File: config.mk
export PLATFORM = sky130hd
export DESIGN_NAME = vga_marker_decoder
export DESIGN_NICKNAME = d
export VERILOG_FILES = /design/src/rtl/vga_marker_decoder.sv
export SDC_FILE = /design/constraint.sdc
export NUM_CORES = 1
export LEC_CHECK = 0
export CAP_MARGIN = 10
export CORE_MARGIN = 2
export CORE_UTILIZATION = 46
export DETAILED_ROUTE_END_ITERATION = 10
export PLACE_DENSITY_LB_ADDON = 0.05
export SETUP_SLACK_MARGIN = 0.02
export SLEW_MARGIN = 20
export SYNTH_ARGS = -nofsm -noshare
export SYNTH_HDL_FRONTEND = slang
export SYNTH_SLANG_ARGS = --single-unit
File: constraint.sdc
create_clock -name Clock -period 2.4 [get_ports Clock]
set_clock_uncertainty 0.2 [all_clocks]
set_input_delay 0.48 -clock Clock [delete_from_list [all_inputs] [get_ports Clock]]
set_output_delay 0.48 -clock Clock [all_outputs]
set_load 0.005 [all_outputs]
File: src/rtl/vga_marker_decoder.sv
// vga_marker_decoder: decodes a checkerboard VGA frame carrying one red marker block.
// Ports: Clock, Reset (async, active-low), iVGAColor/iVGAHorizontalSync/iVGAVerticalSync in;
//        oMarkedBlockPosX/Y, oMarkValid, oFrameError, oFrameDone, oLocked out.
module vga_marker_decoder #(
  parameter int X_WIDTH       = 8,
  parameter int Y_WIDTH       = 8,
  parameter int X_SIZE        = 256,
  parameter int Y_SIZE        = 256,
  parameter int BLOCK_WIDTH_X = 64,
  parameter int BLOCK_WIDTH_Y = 64,
  parameter int H_OFFSET      = 48,
  parameter int V_OFFSET      = 33
) (
  input  logic       Clock,
  input  logic       Reset,
  input  logic [2:0] iVGAColor,
  input  logic       iVGAHorizontalSync,
  input  logic       iVGAVerticalSync,
  output logic [2:0] oMarkedBlockPosX,
  output logic [2:0] oMarkedBlockPosY,
  output logic       oMarkValid,
  output logic       oFrameError,
  output logic       oFrameDone,
  output logic       oLocked
);

  // Counters are one bit wider than the active window end so they
  // can sit in blanking (saturated) without aliasing into the window.
  localparam int HCW = $clog2(H_OFFSET + X_SIZE + 1) + 1;
  localparam int VCW = $clog2(V_OFFSET + Y_SIZE + 1) + 1;
  localparam int RCW = $clog2(X_SIZE * Y_SIZE + 1);

  localparam logic [HCW-1:0] H_LO = HCW'(H_OFFSET);
  localparam logic [HCW-1:0] H_HI = HCW'(H_OFFSET + X_SIZE);
  localparam logic [VCW-1:0] V_LO = VCW'(V_OFFSET);
  localparam logic [VCW-1:0] V_HI = VCW'(V_OFFSET + Y_SIZE);
  localparam logic [X_WIDTH-1:0] BWX = X_WIDTH'(BLOCK_WIDTH_X);
  localparam logic [Y_WIDTH-1:0] BWY = Y_WIDTH'(BLOCK_WIDTH_Y);
  localparam logic [RCW-1:0] AREA = RCW'(BLOCK_WIDTH_X * BLOCK_WIDTH_Y);

  typedef enum logic {
    ACQUIRE,
    SCAN
  } state_t;

  state_t state_q, state_d;

  logic [2:0]     rgb_q;
  logic           hs_q, vs_q, hs2_q, vs2_q;
  logic           hs_fall, vs_fall;
  logic [HCW-1:0] hcnt_q;
  logic [VCW-1:0] vcnt_q;

  logic               active, acc_en, snap;
  logic [X_WIDTH-1:0] col;
  logic [Y_WIDTH-1:0] row;
  logic [2:0]         bx, by, exp_rgb;
  logic               is_red, is_bad;

  logic           err_q, cand_v_q;
  logic [2:0]     cx_q, cy_q;
  logic [RCW-1:0] rcnt_q;

  logic           s_err_q, eval_q;
  logic [2:0]     s_x_q, s_y_q;
  logic [RCW-1:0] s_cnt_q;
  logic           f_err, f_valid;

  logic [1:0] ok_q, ok_inc;
  logic [2:0] pos_x_q, pos_y_q;
  logic       valid_q, ferr_q, done_q, locked_q;

  always_ff @(posedge Clock or negedge Reset) begin
    if (!Reset) begin
      rgb_q <= '0;
      hs_q  <= 1'b1;
      vs_q  <= 1'b1;
      hs2_q <= 1'b1;
      vs2_q <= 1'b1;
    end else begin
      rgb_q <= iVGAColor;
      hs_q  <= iVGAHorizontalSync;
      vs_q  <= iVGAVerticalSync;
      hs2_q <= hs_q;
      vs2_q <= vs_q;
    end
  end

  assign hs_fall = hs2_q & ~hs_q;
  assign vs_fall = vs2_q & ~vs_q;

  always_ff @(posedge Clock or negedge Reset) begin
    if (!Reset) begin
      hcnt_q <= '0;
      vcnt_q <= '0;
    end else begin
      if (hs_fall) hcnt_q <= '0;
      else if (hcnt_q != '1) hcnt_q <= hcnt_q + 1'b1;
      if (vs_fall) vcnt_q <= '0;
      else if (hs_fall && vcnt_q != '1) vcnt_q <= vcnt_q + 1'b1;
    end
  end

  always_comb begin
    active  = (hcnt_q >= H_LO) && (hcnt_q < H_HI) &&
              (vcnt_q >= V_LO) && (vcnt_q < V_HI);
    col     = X_WIDTH'(hcnt_q - H_LO);
    row     = Y_WIDTH'(vcnt_q - V_LO);
    bx      = 3'(col / BWX);
    by      = 3'(row / BWY);
    exp_rgb = (bx[0] ^ by[0]) ? 3'b111 : 3'b000;
    is_red  = (rgb_q == 3'b100);
    is_bad  = !is_red && (rgb_q != exp_rgb);
    acc_en  = (state_q == SCAN) && active && !vs_fall;
  end

  always_comb begin
    state_d = state_q;
    snap    = 1'b0;
    unique case (state_q)
      ACQUIRE: if (vs_fall) state_d = SCAN;
      SCAN:    if (vs_fall) snap = 1'b1;
      default: state_d = ACQUIRE;
    endcase
  end

  always_ff @(posedge Clock or negedge Reset) begin
    if (!Reset) state_q <= ACQUIRE;
    else        state_q <= state_d;
  end

  // Accumulators restart on every vsync fall; the finished frame is
  // snapshotted in the same edge so evaluation never races the new frame.
  always_ff @(posedge Clock or negedge Reset) begin
    if (!Reset) begin
      err_q    <= 1'b0;
      cand_v_q <= 1'b0;
      cx_q     <= '0;
      cy_q     <= '0;
      rcnt_q   <= '0;
    end else if (vs_fall) begin
      err_q    <= 1'b0;
      cand_v_q <= 1'b0;
      cx_q     <= '0;
      cy_q     <= '0;
      rcnt_q   <= '0;
    end else if (acc_en) begin
      if (is_bad) err_q <= 1'b1;
      if (is_red) begin
        rcnt_q <= rcnt_q + RCW'(1);
        if (!cand_v_q) begin
          cand_v_q <= 1'b1;
          cx_q     <= bx;
          cy_q     <= by;
        end else if ({bx, by} != {cx_q, cy_q}) begin
          err_q <= 1'b1;
        end
      end
    end
  end

  always_ff @(posedge Clock or negedge Reset) begin
    if (!Reset) begin
      s_err_q <= 1'b0;
      s_x_q   <= '0;
      s_y_q   <= '0;
      s_cnt_q <= '0;
      eval_q  <= 1'b0;
    end else begin
      eval_q <= snap;
      if (snap) begin
        s_err_q <= err_q;
        s_x_q   <= cx_q;
        s_y_q   <= cy_q;
        s_cnt_q <= rcnt_q;
      end
    end
  end

  always_comb begin
    f_err   = s_err_q | ((s_cnt_q != '0) && (s_cnt_q != AREA));
    f_valid = !f_err && (s_cnt_q == AREA);
    ok_inc  = (ok_q == 2'd3) ? ok_q : ok_q + 2'd1;
  end

  always_ff @(posedge Clock or negedge Reset) begin
    if (!Reset) begin
      done_q   <= 1'b0;
      ferr_q   <= 1'b0;
      valid_q  <= 1'b0;
      pos_x_q  <= '0;
      pos_y_q  <= '0;
      ok_q     <= '0;
      locked_q <= 1'b0;
    end else begin
      done_q <= eval_q;
      if (eval_q) begin
        ferr_q  <= f_err;
        valid_q <= f_valid;
        if (f_valid) begin
          pos_x_q <= s_x_q;
          pos_y_q <= s_y_q;
        end
        if (f_err) begin
          ok_q     <= '0;
          locked_q <= 1'b0;
        end else begin
          ok_q     <= ok_inc;
          locked_q <= (ok_inc >= 2'd2);
        end
      end
    end
  end

  assign oMarkedBlockPosX = pos_x_q;
  assign oMarkedBlockPosY = pos_y_q;
  assign oMarkValid       = valid_q;
  assign oFrameError      = ferr_q;
  assign oFrameDone       = done_q;
  assign oLocked          = locked_q;

endmodule

; Yosys cells after proc, flatten, opt, wreduce, memory -nomap -nowiden
; Cells that the tools add are included.
[totals]
ff_bits = 90
input_bits = 7
output_inout_bits = 10
elab_cells = 102
[op_classes]
add_sub_neg = 6
n_lt_le_gt_ge = 5
n_eq_ne = 9
n_mux = 31
bitwise_logic = 6
reduce_logical = 20
[ops]
columns = op, n
row1 = $mux W17, 3
row2 = $mux W10, 4
row3 = $mux W3, 9
row4 = $add A10 B1 Y10 const B, 2
row5 = $ge A10 B6 Y1 const B, 2
row6 = $lt A10 B9 Y1 const B, 2
row7 = $ne A10 B10 Y1 const B, 2
row8 = $add A17 B1 Y17 const B, 1
row9 = $eq A17 B13 Y1 const B, 1
row10 = $ne A17 B13 Y1 const B, 1
row11 = $reduce_bool A17 Y1, 1
row12 = $sub A8 B6 Y8 const B, 2
row13 = $mux W1, 13
row14 = $logic_and A1 B1 Y1, 9
row15 = $reduce_bool A2 Y1, 4
row16 = $ne A5 B6 Y1, 1
row17 = $mux W2, 2
row18 = $reduce_and A2 Y1, 2
row19 = $eq A3 B3 Y1 const B, 1
row20 = $logic_not A1 Y1, 3
row21 = $ne A3 B3 Y1, 1
row22 = $reduce_and A3 Y1, 1
row23 = $add A2 B1 Y2 const B, 1
row24 = $and A1 B1 Y1, 2
row25 = 6 further kinds, 7

; Logic depth before layout (Yosys ltp)
; Gate-level depths: netlist (run 1).
[logic_depth]
word_depth = 11
mapped_depth = 9

; Worst setup path before layout (run 1)
; OpenSTA, ideal clock, no wires.
[synth_path]
path_kind = reg2reg
start = register vcnt_q[0]
end = register rcnt_q[12]
t_arrival_ps = 2254
required_time_ps = 2068
slack_ps = -186
path_stages_with_launch = 10
n_path_buf = 1
period_less_slack_ps = 2586
cell_sequence = dfrtp_1 -> inv_1 -> ha_1 -> or4b_4 -> a311oi_4 -> o2111ai_2 -> buf_6 -> nor4_2 -> xnor2_1 -> nor2_1
[synth_via]
elab_chain_len = 7
[synth_lines]
columns = element, line_no
row1 = "start, declared", 52  ; logic [VCW-1:0] vcnt_q;
row2 = "start signal, assigned", 100  ; else if (hs_fall && vcnt_q != '1) vcnt_q <= vcnt_q + 1'b1;
row3 = $ge A10 B6 Y1, 106  ; (vcnt_q >= V_LO) && (vcnt_q < V_HI);
row4 = $logic_and A1 B1 Y1, 105  ; active = (hcnt_q >= H_LO) && (hcnt_q < H_HI) &&
row5 = $logic_and A1 B1 Y1 *, 106
row6 = $logic_and A1 B1 Y1 * (2 in a row), 114  ; acc_en = (state_q == SCAN) && active && !vs_fall;
row7 = $reduce_bool A2 Y1 (no source line) *, n/a
row8 = $reduce_and A2 Y1 (no source line) *, n/a
row9 = "end signal, assigned", 150  ; rcnt_q <= rcnt_q + RCW'(1);
row10 = "end, declared", 62  ; logic [RCW-1:0] rcnt_q;
; Mark *: on every way between the ends. The rest lies on a longest branch, timed or not.
; A chain may end at the register's enable or synchronous reset.

; Worst setup path after layout (run 1)
[layout_path]
start = register vcnt_q[1]
end = register rcnt_q[13]
; Same word-level chain as after synthesis.

==> key figures, run 1 <==
Setup path
  – CP Capture Type: flop
  – Slowest-stage cell, CP: or4b_4
  – Critical path's largest stage delay: 0.48 ns
  – Worst EP required: 2.44 ns
  – Reg-to-reg setup timing slack: -0.29 ns
  – Setup CP Type: flop to flop
  – Worst path cell trace: inv_2 -> ha_1 -> or4b_4 -> a311oi_4 -> o2111ai_4 -> buf_12 -> nor4_4 -> xnor2_1 -> nor2_1
  – WP data arrival: 2.73 ns
  – Buffers & Inverters on Critical Path: 2
  – Worst-path fanout max: 5
  – CP Launch Type: flop
  – Delay-heaviest family, CP: simple AND/OR/NAND/NOR gates

Layout
  – Filler cells: 743
  – ANT cells: 0
  – Layout Utilization: 58.8%
  – Final #Nets: 425
  – Multi-input logic area: 1850 um2
  – Area growth, synth to finish: 23.0%
  – FF/Latch Area: 2080 um2
  – Fraction of layout cells with a size suffix above 1: 26.6%

Timing
  – Min Tclk post-route: 2.69 ns
  – Slew HR: 55.2%
  – Post-route setup slack: -0.294 ns
  – Final Hold Vio Count: 0
  – Hold slack: 0.169 ns
  – Fmax: 371 MHz
  – Setup Viol. Count Final: 23
  – RSZ-0062 raised after global routing: yes
  – Slew Viols, Final: 0
  – Fin crit share: 112%
  – Worst Max-Slew Pin Slew: 0.670 ns

GRT
  – Overflow after GRT: 0
  – Total GRT Usage: 17.2%
  – Vias in the first global route: 2711
  – Largest net degree at the start of global routing: 56
  – Initial antenna violation count: 0
  – Global-route wire length before repair: 13000 um

Placement
  – Port Buffer Count: 14
  – GP Congestion: 0.774
  – HPWL after DPL: 5130 um

Detailed routing
  – Remaining DRCs: 0
  – Met1 Wirelength: 3610 um
  – DRT Pass-1 Iters: 4
  – DR vias: 2741
  – ANT nets after route: 0
  – Vias/cell: 5.25
  – Metal3 WL: 222 um
  – Metal2 WL: 3780 um
  – Iteration-0 DRC Markers: 83
  – Max Used Layer: met4
  – Final WL: 7730 um
  – DR WL/cell: 14.8 um

Synthesis
  – Mapped Cells: 363
  – Post-synth ARST share: 100%
  – Number of synthesized flops with an enable pin: 0
  – Synth area leader: dfrtp_1
  – Compound-gate portion of the synthesized area: 8.37%
  – Yosys reg bits: 83
  – Post-synthesis sequential area ratio: 52.7%
  – Synth Flop Type: dfrtp_1
  – Synth cell types: 44
  – Avg Cell Area, Syn: 10.9 um2
  – Most common cell in the synthesized netlist: dfrtp_1
  – Synth Area in XOR/XNOR: 8.68%
  – Post-Syn Area: 3950 um2
  – Ys Warns: 0
  – Simple-gate area share of the yosys netlist: 18.2%
  – Area share of fa/ha/maj cells after synthesis: 1.90%
  – Top post-synthesis cells by area: dfrtp_1 50%, mux2_2 6.6%, xnor2_1 5.5%, nor2_1 3.8%, a21oi_1 2.7%
  – Yosys top cell area share: 50.1%
  – Most frequent cells after synthesis: 79 x dfrtp_1, 40 x nor2_1, 25 x nand2_1, 25 x xnor2_1, 23 x mux2_2
  – Largest family of logic cells by synthesized area: simple AND/OR/NAND/NOR gates
  – Post-synthesis mux area share: 6.56%

Clock network
  – TritonCTS sink count: 83
  – Num CTS Buffers: 9
  – CTS tree: yes
  – H-tree Lvls: 3
  – Root buf cell: clkbuf_8
  – Worst skew pair latency: 0.36 ns
  – CTS max path bufs: 2
  – Clk slew on worst S/H paths: 0.09 ns

Pwr
  – Pleak: 2.27 nW
  – VDD IR max: 0.295 mV
  – Clk pwr share: 40.0%
  – Power Density: 601 nW/um2
  – Switching share of power: 24.0%
  – Combinational power share: 9.1%
  – Sequential power share: 51.0%
  – Sw Pwr: 701 uW
  – P_int: 2.22 mW

Status
  – Failing checks: negative setup slack
  – Outcome: finished, violations left

Floorplan
  – Core area: 8260 um2
  – Num rows: 33
  – Die area: 9340 um2
  – Die Wd: 96.7 um
  – I/O pins: 17
  – Initial core utilization: 47.8%
  – Die Span Y: 96.7 um

Hold path
  – Worst min path class: flop to flop

Run
  – Max-cap violations: 0
## per-layer routing
layer	vias up	global-route usage (%)
met5	-	0
met4	0	6.50
met3	10	3.47
met2	35	28.0
met1	1348	22.7
li1	1348	-
## power by group through the flow
stage / Clock, mW / Sequential [mW] / Combinational, mW
floorplan: 0 / 1.51 / 0.127
global placement: 0 / 1.51 / 0.242
detailed placement: 0 / 1.51 / 0.245
CTS: 1.19 / 1.49 / 0.253
global route: 1.26 / 1.50 / 0.299
finish: 1.17 / 1.49 / 0.265
## worst paths after layout
path                               end      start  depth (start not counted)
min reg2reg                      hs2_q       hs_q                          0
max reg2reg                 rcnt_q[13]  vcnt_q[1]                          9
max                         rcnt_q[13]  vcnt_q[1]                          9
min in group asynchronous  oFrameError      Reset                          2
max in group asynchronous        hs2_q      Reset                          3
min                              hs2_q       hs_q                          0
## cells by family (layout without fill, tap and decap cells)
logic type | Yosys count | in the layout
AOI/OAI and AO/OA | 50 | 50
adders and majority gates | 6 | 6
xor gates and xnor gates | 36 | 36
DFF | 83 | 83
muxes | 23 | 23
and+or+nand+nor | 132 | 132
other | 1 | 2
buffers and inverters | 32 | 85
## cell type report
cell class              instances  area share (%)
clock inverters                 5            1.73
well taps                     105            2.71
inverters                      15            1.16
flip-flops and latches         83            42.9
multi-input cells             249            38.0
repair buffers                 54            10.4
clock buffers                  11            3.12
## sequential cells by signal, indices dropped and copies added (netlist names), 2 cells and up
name and flops:
cx_q 2, cy_q 2, hcnt_q 10, oMarkedBlockPosX 2, oMarkedBlockPosY 2, ok_q 2, rcnt_q 17, rgb_q 3
s_cnt_q 17, s_x_q 2, s_y_q 2, vcnt_q 10
## cells in the final DEF, fill, tap and decap left out, drive strengths merged, types with 4 or more instances in the layout
cell type and count:
buf 38, nor4 12, xnor2 25, mux2 23, clkbuf 13, dfstp 4, nor2 40, nor3 10
nand4 8, or3 8, ha 6, nand2 25, dfrtp 79, nand3 15, clkdlybuf4s50 13, a21oi 21
xor2 9, inv 16, o21ai 14
## timing repair
action | CTS | global route
endpoints found under the setup margin | 23 | 27
hold buffers | 1 | 0
setup buffers | 2 | 4
gates cloned | 0 | 2
endpoints found under the hold margin | 28 | 0
resized for setup | 6 | 13
pin swaps | 6 | 21
## per-stage QoR
step	power, mW	std cells	instance area [um2]	worst slack, ns	setup TNS, ns
after floorplan	1.64	364	3950	-0.141	-1.86
after CTS	2.93	516	4690	-0.197	-2.76
after global routing	3.05	522	4860	-0.432	-6.71
after detailed placement	1.76	497	4400	-0.213	-2.81
final	2.92	522	4860	-0.294	-3.92
after global placement	1.75	497	4400	-0.156	-2.06
Power figures use the tool's default switching activity.
==> inputs of run 2 (changes only) <==
--- a/config.mk
+++ b/config.mk
@@ -8,6 +8,7 @@
 export CAP_MARGIN = 10
 export CORE_MARGIN = 2
 export CORE_UTILIZATION = 46
+export CTS_BUF_LIST = sky130_fd_sc_hd__clkbuf_16
 export DETAILED_ROUTE_END_ITERATION = 10
 export PLACE_DENSITY_LB_ADDON = 0.05
 export SETUP_SLACK_MARGIN = 0.02
==> run 2 against run 1 <==
Effect of this change:
- the run still ends with negative setup slack left
- total power rose by 10%
- critical path depth did not move
- die area unchanged
- largest power group unchanged
==> key figures, run 2 (same netlist as run 1, synthesis figures left out) <==
Clock network
  – Worst skew pair latency: 0.33 ns
  – Num CTS Buffers: 9
  – H-tree Lvls: 3
  – Root buf cell: clkbuf_16
  – CTS tree: yes
  – Clk slew on worst S/H paths: 0.06 ns
  – TritonCTS sink count: 83
  – CTS max path bufs: 2

Timing
  – Fmax: 373 MHz
  – Final Hold Vio Count: 0
  – Worst Max-Slew Pin Slew: 0.714 ns
  – RSZ-0062 raised after global routing: yes
  – Slew HR: 52.3%
  – Hold slack: 0.169 ns
  – Slew Viols, Final: 0
  – Min Tclk post-route: 2.68 ns
  – Post-route setup slack: -0.278 ns
  – Fin crit share: 112%
  – Setup Viol. Count Final: 23

GRT
  – Global-route wire length before repair: 13100 um
  – Initial antenna violation count: 0
  – Overflow after GRT: 0
  – Largest net degree at the start of global routing: 56
  – Total GRT Usage: 17.2%
  – Vias in the first global route: 2713

Detailed routing
  – Max Used Layer: met4
  – Remaining DRCs: 0
  – DRT Pass-1 Iters: 4
  – Vias/cell: 5.20
  – Final WL: 7740 um
  – ANT nets after route: 0
  – DR WL/cell: 14.8 um
  – Metal2 WL: 3860 um
  – Iteration-0 DRC Markers: 104
  – Met1 Wirelength: 3650 um
  – DR vias: 2719
  – Metal3 WL: 158 um

Layout
  – Area growth, synth to finish: 25.4%
  – ANT cells: 0
  – Top flop regs: rcnt_q: 17 flops, s_cnt_q: 17 flops
  – Filler cells: 725
  – Fraction of layout cells with a size suffix above 1: 26.3%
  – Final instance area: 4950 um2
  – Commonest non-fill, non-tap cell in the layout: dfrtp_1
  – Final #Nets: 426
  – Most frequent cells in the layout: 79 x dfrtp_1, 39 x nor2_1, 36 x buf_4

Setup path
  – Buffers & Inverters on Critical Path: 2
  – WP data arrival: 2.68 ns
  – CP Capture Type: flop
  – CP Launch Type: flop
  – Delay-heaviest family, CP: simple AND/OR/NAND/NOR gates
  – Slowest-stage cell, CP: or4b_4
  – Critical path's largest stage delay: 0.48 ns
  – Worst-path fanout max: 5
  – Setup CP Type: flop to flop
  – Worst EP required: 2.41 ns
  – Worst path cell trace: inv_2 -> ha_1 -> or4b_4 -> a311oi_4 -> o2111ai_4 -> clkbuf_16 -> nor4_4 -> xnor2_1 -> nor2_1

Status
  – Failing checks: negative setup slack
  – Outcome: finished, violations left

Floorplan
  – Die Span Y: 96.7 um
  – Num rows: 33
  – Die Wd: 96.7 um
  – Initial core utilization: 47.8%
  – Die area: 9340 um2
  – Core area: 8260 um2
  – I/O pins: 17

Pwr
  – Sequential power share: 46.3%
  – Pleak: 2.33 nW
  – VDD IR max: 0.400 mV
  – Tot Pwr: 3.22 mW
  – Power Density: 650 nW/um2
  – Sw Pwr: 739 uW
  – Clk pwr share: 45.6%
  – Switching share of power: 22.9%
  – Combinational power share: 8.2%
  – P_int: 2.48 mW

Run
  – Max-cap violations: 0

Placement
  – Port Buffer Count: 14
  – HPWL after DPL: 5130 um
  – GP Congestion: 0.774
  – DP Area: 4400 um2

Hold path
  – Worst min path class: flop to flop
-- run 2: changes by cell type in the layout (fill, tap and decap cells not counted), sizes merged --
cell / before / now
buf: 38 / 39
clkbuf: 13 / 11
clkinv: 0 / 2
-- run 2: power groups by stage --
stage | combinational, mW | clock [mW] | sequential (mW)
6_report | 0.263 | 1.47 | 1.49
5_1_grt | 0.299 | 1.56 | 1.50
4_1_cts | 0.253 | 1.50 | 1.49
3_5_place_dp | 0.245 | 0 | 1.51
3_3_place_gp | 0.242 | 0 | 1.51
2_1_floorplan | 0.127 | 0 | 1.51
-- run 2: per-stage QoR --
step / TNS (ns) / util, % / worst slack (ns) / cells
final: -3.98 / 60.0 / -0.278 / 523
after CTS: -2.65 / 57.8 / -0.191 / 516
after global routing: -6.75 / 60.0 / -0.384 / 523
after floorplan: -1.86 / - / -0.141 / 364
after global placement: -2.06 / 53.3 / -0.156 / 497
after detailed placement: -2.81 / 53.3 / -0.213 / 497
-- run 2: worst register-to-register path: stages (launching register included) --
cell and delay [ns]:
dfrtp_1 0.40, inv_2 0.06, ha_1 0.12, or4b_4 0.48, a311oi_4 0.33, o2111ai_4 0.24, clkbuf_16 0.23, nor4_4 0.28
xnor2_1 0.15, nor2_1 0.05
-- run 2: metal layers --
layer  global-route usage, %  vias to the layer above
met5                       0                        -
met4                    6.50                        0
met3                    3.03                        6
met2                    28.0                       24
met1                    23.2                     1338
li1                        -                     1351
-- run 2: cell type report --
type | instances | area (um2) | area share [%]
Inverter | 15 | 56.3 | 1.14
Timing Repair Buffer | 55 | 512 | 10.3
Tap cell | 105 | 131 | 2.65
Clock inverter | 7 | 91.3 | 1.84
Multi-Input combinational cell | 249 | 1850 | 37.4
Clock buffer | 9 | 225 | 4.55
Sequential cell | 83 | 2080 | 42.1
-- run 2: path summary, 6_finish.rpt --
kind | startpoint | end | slack, ns | depth (start not counted)
max reg2reg | vcnt_q[1] | rcnt_q[8] | -0.28 | 9
max in group asynchronous | Reset | hs2_q | 0.94 | 3
min reg2reg | hs_q | hs2_q | 0.17 | 0
min in group asynchronous | Reset | oFrameError | 0.40 | 2
min | hs_q | hs2_q | 0.17 | 0
max | vcnt_q[1] | rcnt_q[8] | -0.28 | 9
-- run 2: what timing repair did --
| action | CTS | global route |
|---|---|---|
| endpoints found under the hold margin | 28 | 0 |
| endpoints found under the setup margin | 23 | 27 |
| buffers inserted | 2 | 5 |
| hold buffers | 1 | 0 |
| pin swaps | 6 | 21 |
| cloned | 0 | 2 |
| gates resized for setup | 6 | 14 |
==> inputs of run 3 (changes only) <==
==> constraint.sdc (replaced) <==
create_clock -name Clock -period 2.9 [get_ports Clock]
set_clock_uncertainty 0.2 [all_clocks]
set_input_delay 0.58 -clock Clock [delete_from_list [all_inputs] [get_ports Clock]]
set_output_delay 0.58 -clock Clock [all_outputs]
set_load 0.005 [all_outputs]
==> run 3 against run 2 <==
Effect of this change:
- the run now ends clean
- non-clock buffer count shrank 32
- first-iteration DRC count fell by 15%
- clock power shrank 20%
- cell area down 7.7%
- fmax fell by 0.99%
- utilization down 4.6 points
- sequential power shrank 17%
- global-route usage down 0.89 points
- setup slack improved by 0.47 ns
- count of clock-buffer cells in the layout unchanged
- largest cell class unchanged
- largest power group unchanged
==> key figures, run 3 (same netlist as run 1, synthesis figures left out) <==
Floorplan
  – Num rows: 33
  – Initial core utilization: 47.8%
  – Die Wd: 96.7 um
  – Die Span Y: 96.7 um
  – Core area: 8260 um2
  – Die area: 9340 um2
  – I/O pins: 17

GRT
  – Overflow after GRT: 0
  – Global-route wire length before repair: 12500 um
  – Initial antenna violation count: 0
  – Total GRT Usage: 16.4%
  – Largest net degree at the start of global routing: 84
  – Vias in the first global route: 2649

Layout
  – Multi-input logic area: 1760 um2
  – Commonest non-fill, non-tap cell in the layout: dfrtp_1
  – Top flop regs: rcnt_q: 17 flops, s_cnt_q: 17 flops
  – ANT cells: 0
  – Final instance area: 4570 um2
  – Final #Nets: 394
  – Most frequent cells in the layout: 79 x dfrtp_1, 39 x nor2_1, 25 x nand2_1, 25 x xnor2_1, 23 x mux2_2
  – Filler cells: 718
  – Final Non-Filler Cells: 490
  – FF/Latch Area: 2080 um2
  – Fraction of layout cells with a size suffix above 1: 17.9%
  – Area growth, synth to finish: 15.7%

Detailed routing
  – Remaining DRCs: 0
  – Iteration-0 DRC Markers: 88
  – Final WL: 6950 um
  – DR WL/cell: 14.2 um
  – Vias/cell: 5.28
  – DRT Pass-1 Iters: 4
  – ANT nets after route: 0
  – DR vias: 2586

Placement
  – DP Area: 4210 um2
  – Dpl cells: 474
  – HPWL after DPL: 4690 um
  – GP Congestion: 0.760
  – Port Buffer Count: 14

Clock network
  – Post-CTS Hold Fix Bufs: 0
  – Clk slew on worst S/H paths: 0.06 ns
  – H-tree Lvls: 3
  – Root buf cell: clkbuf_16
  – Worst skew pair latency: 0.33 ns
  – CTS tree: yes
  – TritonCTS sink count: 83
  – Num CTS Buffers: 9
  – CTS max path bufs: 2

Timing
  – Fin crit share: 93.3%
  – Setup Viol. Count Final: 0
  – Slew HR: 59.9%
  – Fmax: 370 MHz
  – Hold slack: 0.0644 ns
  – RSZ-0062 raised after global routing: no
  – Worst Max-Slew Pin Slew: 0.597 ns
  – Slew Viols, Final: 0
  – Final Hold Vio Count: 0
  – Final setup TNS: 0 ns
  – Min Tclk post-route: 2.71 ns

Hold path
  – Worst min path class: input port to asynchronous set/reset pin

Setup path
  – Worst EP required: 2.91 ns
  – Setup CP Type: flop to flop
  – WP data arrival: 2.71 ns
  – CP Launch Type: flop
  – Critical path's largest stage delay: 0.48 ns
  – Worst-path fanout max: 20
  – Slowest-stage cell, CP: or4b_4
  – Delay-heaviest family, CP: simple AND/OR/NAND/NOR gates
  – Buffers & Inverters on Critical Path: 2
  – CP Capture Type: flop
  – Worst path cell trace: inv_1 -> ha_1 -> or4b_4 -> a311oi_4 -> o2111ai_2 -> buf_12 -> nor4_2 -> xnor2_1 -> nor2_1

Pwr
  – VDD IR max: 0.277 mV
  – Pleak: 2.09 nW
  – Power Density: 565 nW/um2

Status
  – Outcome: finished, final reports clean

Run
  – Max-cap violations: 0
==> run 3: cell count changes in the layout (fill, tap and decap cells not counted), moves of 2 or more <==
cell / change
buf_4: -28
nor4_2: +3
nor4_4: -3
clkbuf_16: -2
clkinvlp_4: -2
==> run 3: worst paths after layout <==
kind	from	to	slack, ns	cells after the start
worst max-delay path	vcnt_q[1]	rcnt_q[13]	0.19	9
worst min-delay path	Reset	oFrameDone	0.06	2
worst max register to register	vcnt_q[1]	rcnt_q[13]	0.19	9
worst min register to register	hs_q	hs2_q	0.17	0
max in group asynchronous	Reset	hs2_q	2.06	2
min in group Clock	hs_q	hs2_q	0.17	0
==> run 3: power by group <==
part	internal [mW]	total (mW)	switching [mW]	leakage, nW
Clock	0.743	1.18	0.437	0.150
Sequential	1.20	1.24	0.0406	1.11
Combinational	0.0691	0.165	0.0956	0.821
==> run 3: area by class of cell <==
type	instances	share of cell area [%]
flip-flops and latches	83	45.6
multi-input cells	249	38.6
repair buffers	23	5.04
clock buffers	9	4.93
well taps	105	2.88
clock inverters	6	1.78
inverters	15	1.23
==> run 3: routing by layer <==
| layer | part of all wire (%) | GRT usage [%] |
|---|---|---|
| met1 | 48 | 21.2 |
| met2 | 47 | 26.4 |
| met3 | 3.2 | 4.84 |
| met4 | 1.4 | 5.42 |
| met5 | 0 | 0 |
==> run 3: metrics by stage <==
stage / utilization [%] / power [mW] / setup WS [ns]
CTS: 54.7 / 2.62 / 0.0587
finish: 55.3 / 2.58 / 0.195
floorplan: - / 1.36 / 0.314
global route: 55.3 / 2.71 / 0.0566
detailed placement: 51.0 / 1.43 / 0.0635
global placement: 51.0 / 1.42 / 0.208
==> run 3: timing repair <==
item	CTS	global route
endpoints found under the setup margin	0	16
buffers inserted	0	1
resized for setup	0	8
endpoints found under the hold margin	0	0
==> edit 1, RTL diff (settings of run 2) <==
Set the parameter `Y_WIDTH` to 9 (it was 8).
--- a/src/rtl/vga_marker_decoder.sv
+++ b/src/rtl/vga_marker_decoder.sv
@@ -5,3 +5,3 @@
   parameter int X_WIDTH       = 8,
-  parameter int Y_WIDTH       = 8,
+  parameter int Y_WIDTH       = 9,
   parameter int X_SIZE        = 256,
Function: kept (equiv_simple and equiv_induct, registers matched by name and starting in step).
==> edit 1 against run 2 <==
The flow still finishes with violations (setup timing). Setup slack gained 0.23 ns. Routed wire length grew 0.13%. Total power is 2.5% lower. Sequential power increased by 3%. Design area up 3.5%. Sequential cell count rose by 3. Area after synthesis is 4.0% higher. Critical path type unchanged. Largest cell class unchanged.
==> edit 1: results (changes against run 2) <==
INFO  drt            viasPerCell=5.24 [was 5.20]
INFO  clock_network  hold_buf_cts=1 [unchanged]
INFO  clock_network  cts_repair_resize_count=18 [was 6]
INFO  synthesis      post_synth_main_area_contributors=dfrtp_1, mux2_2, xnor2_1 [unchanged]
INFO  drt            drt_iter0_drc=54 [was 104]
INFO  finish         post_route_cells_drive_above_1_share=28.7% [was 26.3%]
INFO  setup_path     reg2reg_path_depth=10 [was 9]
INFO  synthesis      yosysUniqueCellTypes=50 [was 44]
INFO  setup_path     worstPathMaxFanout=8 [was 5]
INFO  setup_path     arrival=2.46ns [was 2.68 ns]
INFO  sta            fin_ws=-0.0476ns [was -0.278 ns]
INFO  power_and_ir_drop power.leakage=2.29nW [was 2.33 nW]
INFO  drt            amount_of_wire_on_met3_after_detailed_routing=197microns [was 158 microns]
INFO  placement      place_congestion=0.763 [was 0.774]
INFO  sta            final.setup.tns=-0.286ns [was -3.98 ns]
INFO  finish         finalNonFillerCells=533 [was 523]
INFO  power_and_ir_drop combinationalPowerShare=8.0% [was 8.2%]
INFO  global_routing grt_util_met1=24.8% [was 23.2%]
INFO  drt            detail_route.wirelength=7750microns [was 7740 microns]
INFO  global_routing met3_usage=3.12% [was 3.03%]
INFO  finish         final_nets=433 [was 426]
INFO  synthesis      synth_common_cells=dfrtp_1, nor2_1, mux2_2, nand2_1, xnor2_1 [was dfrtp_1, nor2_1, nand2_1, xnor2_1, mux2_2]
INFO  synthesis      synth.yosys.seq_area_share=52.5% [was 52.7%]
INFO  finish         fill_cells=777 [was 725]
INFO  sta            finalSetupViolations=13 [was 23]
INFO  placement      place_inst=512 [was 497]
INFO  global_routing grt_util_all_layers=17.7% [was 17.2%]
INFO  outcome        violations=setup timing [unchanged]
INFO  placement      detailed_place.area=4630squm [was 4400 sq um]
INFO  sta            timing.hold.ws=0.166ns [was 0.169 ns]
INFO  global_routing wire_length_of_the_first_global_routing_pass=13700microns [was 13100 microns]
INFO  finish         layout-area-overhead-vs-synth=24.8% [was 25.4%]
INFO  synthesis      synth_cells=368 [was 363]
INFO  power_and_ir_drop power_frac_seq=49.0% [was 46.3%]
INFO  power_and_ir_drop maximum_vdd_drop=0.000343V [was 0.000400 V]
INFO  outcome        run_status=finished with violations [unchanged]
INFO  setup_path     timing.critical_path.to=rcnt_q[10]$_DFFE_PN0P_ [was rcnt_q[8]$_DFFE_PN0P_]
INFO  power_and_ir_drop power.density=613nW/um^2 [was 650 nW/um^2]
INFO  global_routing globalRouteMet2Util=27.4% [was 28.0%]
INFO  drt            met2_wirelength=3690microns [was 3860 microns]
INFO  global_routing first_global_vias=2844 [was 2713]
INFO  power_and_ir_drop switching_fraction_of_total_power=23.1% [was 22.9%]
INFO  placement      dpl.hpwl=5450microns [was 5130 microns]
INFO  setup_path     rrSetupSlack=-0.05ns [was -0.28 ns]
INFO  placement      io_buffer_count=15 [was 14]
edit 1: changes by cell type after synthesis, sizes merged, moves of 5 or more:
cell   before  now
xor2        9   14
nor2       40   46
inv        15   10
a21oi      21   15
nand3      15    9
o21ai      14    8
and3        1    8
or3         8    1
edit 1: final cells by class:
| class | instances | share of cell area, % |
|---|---|---|
| Inverter | 10 | 0.733 |
| Sequential cell | 86 | 42.1 |
| Multi-Input combinational cell | 254 | 38.6 |
| Clock inverter | 7 | 1.27 |
| Tap cell | 108 | 2.64 |
| Timing Repair Buffer | 59 | 10.2 |
| Clock buffer | 9 | 4.40 |
edit 1: cell families (layout without fill, tap and decap cells):
group | Yosys count | count (layout) | synth area share, %
buffers and inverters | 28 | 85 | 3.29
DFF | 86 | 86 | 52.5
muxes | 28 | 28 | 7.62
xor gates and xnor gates | 39 | 39 | 9.02
other | 1 | 1 | 0.0913
and+or+nand+nor | 138 | 138 | 18.9
adders and majority gates | 6 | 6 | 1.83
AOI/OAI and AO/OA | 42 | 42 | 6.74
==> edit 2, RTL diff (config.mk and constraints of run 2) <==
Without the edit above. Register the output `oMarkedBlockPosX` once more, with the module's reset; this adds one clock of latency there. The other outputs are not delayed to match.
--- a/src/rtl/vga_marker_decoder.sv
+++ b/src/rtl/vga_marker_decoder.sv
@@ -214,3 +214,9 @@
 
-  assign oMarkedBlockPosX = pos_x_q;
+  always_ff @(posedge Clock or negedge Reset) begin
+    if (!Reset) begin
+      oMarkedBlockPosX <= '0;
+    end else begin
+      oMarkedBlockPosX <= pos_x_q;
+    end
+  end
   assign oMarkedBlockPosY = pos_y_q;
Check against the original RTL: no difference found for any inputs over 10 cycles, from zero or initial values and one cycle with Reset low; that may be too few to reach the edited logic, so the function may still have changed.
==> edit 2 against run 2 <==
Critical path depth unchanged. Total power shrank 5.2%. Largest power group unchanged. Area after synthesis fell by 0.54%. Hold slack lost 0.0017 ns. Setup slack barely moved. Design area is 2.8% lower. Via count grew 2.3%. Sequential cell count is 2 higher. Routed wire length decreased by 2.4%. Largest cell class unchanged. The run still ends with setup timing left. Highest routed layer unchanged.
==> edit 2: results (changes against run 2) <==
INFO  outcome        run_status=finished with violations [unchanged]
INFO  outcome        violations=setup timing [unchanged]
INFO  synthesis      yosysUniqueCellTypes=47 [was 44]
INFO  drt            detail_route.wirelength=7560microns [was 7740 microns]
INFO  setup_path     critical_path.max_stage_delay=0.46ns [was 0.48 ns]
INFO  power_and_ir_drop maximum_vdd_drop=0.000354V [was 0.000400 V]
INFO  placement      place_inst=505 [was 497]
INFO  setup_path     arrival=2.74ns [was 2.68 ns]
INFO  sta            fin_ws=-0.278ns [about the same]
INFO  synthesis      post_synth_main_area_contributors=dfrtp_1, mux2_2, nor2_1 [was dfrtp_1, mux2_2, xnor2_1]
INFO  setup_path     worstPathMaxFanout=6 [was 5]
INFO  placement      dpl_worst_slack=-0.308ns [was -0.213 ns]
INFO  finish         post_route_cells_drive_above_1_share=23.9% [was 26.3%]
INFO  drt            drt_iter0_drc=82 [was 104]
INFO  placement      place_congestion=0.787 [was 0.774]
INFO  finish         fill_cells=716 [was 725]
INFO  sta            finalSetupViolations=23 [unchanged]
INFO  power_and_ir_drop power.leakage=2.25nW [was 2.33 nW]
INFO  global_routing grt_util_all_layers=18.2% [was 17.2%]
INFO  placement      dpl.hpwl=5030microns [was 5130 microns]
INFO  synthesis      synth_fa_ha_area_share=1.91% [was 1.90%]
INFO  global_routing grt_max_degree=86 [was 56]
INFO  global_routing wire_length_of_the_first_global_routing_pass=13000microns [was 13100 microns]
INFO  synthesis      synth_common_cells=dfrtp_1, nor2_1, mux2_2 [was dfrtp_1, nor2_1, nand2_1, xnor2_1, mux2_2]
INFO  global_routing globalRouteMet2Util=30.2% [was 28.0%]
INFO  synthesis      synth.mux.area_fraction=8.67% [was 6.56%]
INFO  synthesis      synth.yosys.seq_area_share=54.3% [was 52.7%]
INFO  synthesis      post_synth_xor_area_fraction=7.04% [was 8.68%]
INFO  power_and_ir_drop internal-power=2.30mW [was 2.48 mW]
==> edit 2: cell types whose count changed after synthesis, moves of 3 or more <==
cell and delta:
a21oi_1 -5, and3_1 +3, mux2i_1 +7, nand2_1 -5, nand3_1 +3, nand4_1 +3, nor2_1 +5, nor4_2 -6
xnor2_1 -13, xor2_1 +8
==> edit 2: logic make-up after synthesis <==
kind of cell | Yosys count
flops | 85
simple gates | 139
xor+xnor | 30
buf+inv | 32
fa+ha+maj | 6
compound gates | 45
other cells | 1
mux | 31
==> edit 2: worst paths after layout <==
path	slack, ns	to	start	cells past startpoint
worst max register to register	-0.28	rcnt_q[13]$_DFFE_PN0P_	vcnt_q[0]$_DFFE_PN0P_	9
worst min register to register	0.17	hs2_q$_DFF_PN1_	hs_q$_DFF_PN1_	0
min in group asynchronous	0.51	oFrameDone$_DFF_PN0_	Reset	3
worst min-delay path	0.17	hs2_q$_DFF_PN1_	hs_q$_DFF_PN1_	0
worst max-delay path	-0.28	rcnt_q[13]$_DFFE_PN0P_	vcnt_q[0]$_DFFE_PN0P_	9
max in group asynchronous	1.11	vs_q$_DFF_PN1_	Reset	3
==> edit 2: cell type report <==
class / count / area (sq um) / area share, %
flip-flops and latches: 85 / 2130 / 44.3
multi-input cells: 253 / 1750 / 36.4
repair buffers: 55 / 468 / 9.72
clock buffers: 9 / 225 / 4.68
well taps: 105 / 131 / 2.73
inverters: 14 / 52.6 / 1.09
clock inverters: 7 / 50.0 / 1.04
==> edit 2: per-layer routing <==
layer	share of wire [%]	vias up
met5	0	-
met3	2.0	13
met1	48	1369
met4	2.2	0
li1	-	1373
met2	48	26
==> edit 2: power groups by stage <==
stage,Combinational (mW),Sequential [mW],Clock (mW)
4_1_cts,0.249,1.52,1.32
2_1_floorplan,0.119,1.54,0
3_3_place_gp,0.235,1.54,0
5_1_grt,0.285,1.53,1.38
3_5_place_dp,0.241,1.55,0
6_report,0.245,1.52,1.29
==> edit 2: stage by stage <==
stage	cell area (sq um)	hold slack [ns]	setup TNS [ns]	util, %
after global placement	4400	0.157	-2.94	53.3
after floorplan	3940	-0.0156	-2.76	-
after detailed placement	4400	0.160	-4.19	53.3
final	4810	0.167	-5.03	58.3
after global routing	4810	0.177	-8.84	58.3
after CTS	4730	0.169	-4.77	57.3
==> edit 2: repair_timing <==
action,4_1_cts,5_1_grt
cloned,0,0
endpoints found under the setup margin,27,28
buffers inserted,3,3
pin swaps,6,12
resized for setup,7,11
hold buffers,1,0
endpoints found under the hold margin,2,0
